==> config.mk <==
export PLATFORM = sky130hd
export DESIGN_NAME = prog_loader
export DESIGN_NICKNAME = d
export VERILOG_FILES = /design/src/rtl/loader_pkg.sv /design/src/rtl/prog_loader.sv
export SDC_FILE = /design/constraint.sdc
export NUM_CORES = 1
export LEC_CHECK = 0
export BUFFER_PORTS_ARGS = -buffer_cell sky130_fd_sc_hd__buf_2
export CORE_UTILIZATION = 30
export CTS_CLUSTER_SIZE = 12
export DETAILED_ROUTE_END_ITERATION = 10
export SYNTH_ARGS = -nofsm -noshare
export SYNTH_HDL_FRONTEND = slang
export SYNTH_SLANG_ARGS = --single-unit
==> constraint.sdc <==
create_clock -name i_clk -period 5.46 [get_ports i_clk]
set_input_delay 1.365 -clock i_clk [delete_from_list [all_inputs] [get_ports i_clk]]
set_output_delay 1.365 -clock i_clk [all_outputs]
set_load 0.005 [all_outputs]
==> src/rtl/loader_pkg.sv <==
// loader_pkg: state encoding and frame constants for the boot-time program loader
package loader_pkg;
    typedef enum logic [2:0] {IDLE, LEN, DATA, CSUM, DONE, ERR} state_t;
    localparam logic [7:0] MAGIC = 8'hA5;
endpackage

==> src/rtl/prog_loader.sv <==
// prog_loader: parses a framed byte stream into little-endian RAM words and holds the CPU in reset until the checksum verifies
module prog_loader
    import loader_pkg::*;
#(
    parameter int ADDR_WIDTH = 12,
    parameter int BASE_ADDR  = 0
) (
    input  logic                  i_clk,
    input  logic                  i_rst,
    input  logic [7:0]            i_byte,
    input  logic                  i_byte_valid,
    output logic                  o_byte_ready,
    output logic                  o_mem_we,
    output logic [ADDR_WIDTH-1:0] o_mem_addr,
    output logic [31:0]           o_mem_wdata,
    output logic                  o_cpu_rst,
    output logic                  o_done,
    output logic                  o_err
);
    localparam logic [32:0] LIMIT = (33'd1 << ADDR_WIDTH) - 33'(BASE_ADDR);

    state_t      state, nxt;
    logic [1:0]  bcnt;
    logic [31:0] len, cnt;
    logic [23:0] word;
    logic [7:0]  csum;
    logic        acc, last_byte, magic_hit;
    logic [31:0] len_nxt, word_nxt;

    assign acc       = i_byte_valid && o_byte_ready;
    assign last_byte = bcnt == 2'd3;
    assign magic_hit = acc && (state == IDLE || state == ERR) && i_byte == MAGIC;
    assign len_nxt   = {i_byte, len[31:8]};
    assign word_nxt  = {i_byte, word};

    assign o_byte_ready = !o_mem_we;
    assign o_done       = state == DONE;
    assign o_err        = state == ERR;
    assign o_cpu_rst    = state != DONE;

    always_comb begin
        nxt = state;
        if (acc) begin
            case (state)
                IDLE, ERR: if (i_byte == MAGIC) nxt = LEN;
                LEN:       if (last_byte) nxt = ({1'b0, len_nxt} > LIMIT) ? ERR : (len_nxt == 32'd0) ? CSUM : DATA;
                DATA:      if (last_byte && cnt + 32'd1 == len) nxt = CSUM;
                CSUM:      nxt = (i_byte == csum) ? DONE : ERR;
                default:   nxt = state;
            endcase
        end
    end

    always_ff @(posedge i_clk or posedge i_rst) begin
        if (i_rst) state <= IDLE;
        else       state <= nxt;
    end

    // bcnt wraps 3->0 at the end of LEN, so DATA starts word-aligned
    always_ff @(posedge i_clk or posedge i_rst) begin
        if (i_rst) begin
            bcnt        <= 2'd0;
            len         <= 32'd0;
            cnt         <= 32'd0;
            word        <= 24'd0;
            csum        <= 8'd0;
            o_mem_we    <= 1'b0;
            o_mem_addr  <= '0;
            o_mem_wdata <= 32'd0;
        end else begin
            o_mem_we <= 1'b0;
            if (magic_hit) begin
                bcnt <= 2'd0;
                cnt  <= 32'd0;
                csum <= 8'd0;
            end
            if (acc && state == LEN) begin
                len  <= len_nxt;
                bcnt <= bcnt + 2'd1;
            end
            if (acc && state == DATA) begin
                word <= word_nxt[31:8];
                csum <= csum ^ i_byte;
                bcnt <= bcnt + 2'd1;
                if (last_byte) begin
                    o_mem_we    <= 1'b1;
                    o_mem_addr  <= ADDR_WIDTH'(BASE_ADDR) + cnt[ADDR_WIDTH-1:0];
                    o_mem_wdata <= word_nxt;
                    cnt         <= cnt + 32'd1;
                end
            end
        end
    end
endmodule

==> results by group <==
Run status
  – Outcome: completed

Logic synthesis
  – EDFF count, synth: 0
  – Mapped Cells: 811
  – Register area share after synthesis: 49.4%
  – Synth cell types: 62
  – #FFs+latches synth: 146
  – YS warnings: 0
  – Largest cells by area after synthesis: dfrtp_1 49%, nand2_1 12%, mux2_2 4.7%
  – Ys async rst share: 100%
  – Top FF cell, synth: dfrtp_1
  – Most frequent cell after synthesis: nand2_1
  – Yosys top cell by area: dfrtp_1
  – Synthesized Nets: around 800
  – Post-synth top area share: 49.4%
  – Synth Cell Area: 7400 um^2
  – Avg Cell Area, Syn: 9.12 um^2
  – Most frequent cells after synthesis: 242 x nand2_1, 146 x dfrtp_1, 59 x o21ai_0

Setup path
  – Crit path launch: cnt[0]
  – R2r startpoint: cnt[0]
  – Crit path DAT: 3.42 ns
  – CP Max Fanout: 9
  – Critical path class: reg -> reg
  – Worst Path Required: 5.81 ns
  – Register-to-register setup slack: 2.39 ns
  – Critical Path Start Type: register
  – Critical path endpoint category: register

Finish
  – Final core occ: 35.0%
  – ANT cells: 0
  – Area grow syn2layout: 14.8%
  – Final net count: 852
  – Share of cells above drive strength 1: 17.5%

Clocking
  – CTS tree: built
  – PostCTS Resize Cnt: 0
  – H-tree depth: 4
  – # hold bufs at CTS: 0
  – Number of post-CTS setup repair buffers: 0
  – CTS max path bufs: 2
  – Clk_lat worst skew: 0.43 ns
  – CTS clk-pin slew, worst paths: 0.06 ns
  – Clock sinks: 146
  – Total CTS buffers: 17
  – Root Buffer: clkbuf_16

Floorplan
  – I/O pin cnt: 60
  – Die Y: 159 um
  – Initial core utilization: a little under a third
  – Row cnt: 57
  – Chip width: 159 um
  – Die area: 25300 um^2
  – Core ar.: 24200 um^2

STA
  – Final Critical Period: 3.07 ns
  – Max-slew violation count: 0
  – Actual slew at the worst max-slew pin: between 1 and 1.5 ns
  – Setup TNS: 0 ns
  – Endpoints failing hold: 0
  – RSZ-0062 raised after global routing: false
  – Final Cycle Share: 56.3%
  – Clock skew: 0.00883 ns
  – Max frequency: 325 MHz
  – Post-route worst setup slack: 2.39 ns
  – Max transition margin: 27.8%
  – Setup-failing EPs final: 0

Detailed routing
  – Number of vias per cell: 5.00
  – Pre-Repair DR Iteration Count: 5
  – Met1 WL: a little over 9 mm
  – DRC: 0
  – Starting DRT DRC Count: 400
  – WL met3: 777 um
  – Highest Signal Layer: met4
  – Via count: 5879
  – Final wirelength: 18.8 mm
  – WL per Instance: 16.0 um
  – Antenna violation net count after detailed routing: 0
  – DR WL met2: 8.55 mm

Power
  – Power Internal: 2.27 mW
  – Peak VDD IR: 197 uV
  – Switching share of power: a little under a third
  – PwrDens: 382 nW/um^2
  – Sw Pwr: 0.975 mW
  – Part of the power in registers: 44.0%
  – Static Leak: 4.01 nW
  – Combinational share of power: between 10% and 20%
  – Clock power frac: a little under two fifths

Placed design
  – HPWL Detailed: 12.6 mm
  – DP Worst Slack: 1.96 ns
  – Number of port buffers: approximately 60
  – Routability congestion estimate: 0.841

Min path
  – Min-Delay Path Class: reg -> reg
  – Hold_sp: o_mem_wdata[19]

Global route
  – Total GRT Usage: 15.4%
  – Vias in the first global route: 5624
  – First-pass GRT wire length: 31.1 mm
  – Largest net degree at the start of global routing: 118
  – Initial antenna violation count: 0
  – Global route total overflow: 0

Run
  – # Max-Cap Violations: 0
## registers in the layout (all words and copies together), names as in the netlist
name,flops
cnt,32
csum,8
bcnt,2
len,32
o_mem_addr,12
o_mem_wdata,32
state,3
o_mem_we,1
word,24
## layout by cell type, fill, tap and decap left out, types with 7 or more instances in the layout
cell	n
a21oi_1	14
a31oi_1	8
and3_1	11
buf_2	59
clkbuf_16	17
dfrtp_1	146
inv_1	7
mux2_2	31
nand2_1	241
nand3_1	17
nand4_1	18
nor2_1	34
nor3_1	8
nor4_1	12
o21ai_0	59
o31ai_1	14
xnor2_1	38
xor2_1	17
## kinds of logic (layout without fill, tap and decap cells)
kind of cell / count (synthesis) / after routing / synth area share [%]
fa+ha+maj: 2 / 2 / 0.338
flops: 146 / 146 / 49.4
compound gates: 122 / 122 / 10.0
buf+inv: 65 / 106 / 4.35
mux: 31 / 31 / 4.72
simple gates: 389 / 389 / 24.4
xor+xnor: 56 / 56 / 6.83
## layer usage
metal	up-vias	global-route usage [%]
met5	-	0
met4	0	5.73
met3	22	2.74
met2	147	22.9
met1	2880	22.3
li1	2830	-
## worst max-delay path: stages (launching register included)
cell	delay (ns)
dfrtp_1	0.48
ha_1	0.42
nand3_1	0.25
nor4_1	0.86
a31o_2	0.26
o211ai_1	0.11
nor4_1	0.28
nand4_1	0.17
o21ai_1	0.17
## layout make-up
| cell class | count | area [um^2] |
|---|---|---|
| inverter | 9 | 38.8 |
| multi-input combinational | 600 | 3440 |
| fill | 2502 | 15800 |
| clock buffer | 17 | 425 |
| clock inverter | 15 | 194 |
| timing repair buffer | 65 | 340 |
| sequential | 146 | 3650 |
| tap | 324 | 405 |
## worst paths after layout
check                      cells after the start              end
min in group asynchronous                      2   o_mem_addr[11]
setup reg to reg                               8         state[0]
max in group asynchronous                      3          cnt[30]
hold reg to reg                                2  o_mem_wdata[19]
hold / removal                                 2  o_mem_wdata[19]
setup / recovery                               8         state[0]
## per-stage QoR
stage	hold slack, ns	power [mW]	cell area (um^2)	std cells
floorplan	0.439	1.85	7400	811
global placement	0.456	2.01	7880	1144
detailed placement	0.457	2.03	7880	1144
CTS	0.473	3.28	8490	1176
global route	0.488	3.40	8490	1176
finish	0.468	3.25	8490	1176
## power by group through the flow
stage	logic (mW)	registers, mW	clock network, mW
finish	0.584	1.43	1.24
global route	0.646	1.45	1.31
CTS	0.589	1.43	1.26
detailed placement	0.584	1.45	0
global placement	0.573	1.44	0
floorplan	0.502	1.34	0
Power figures use the tool's default switching activity.
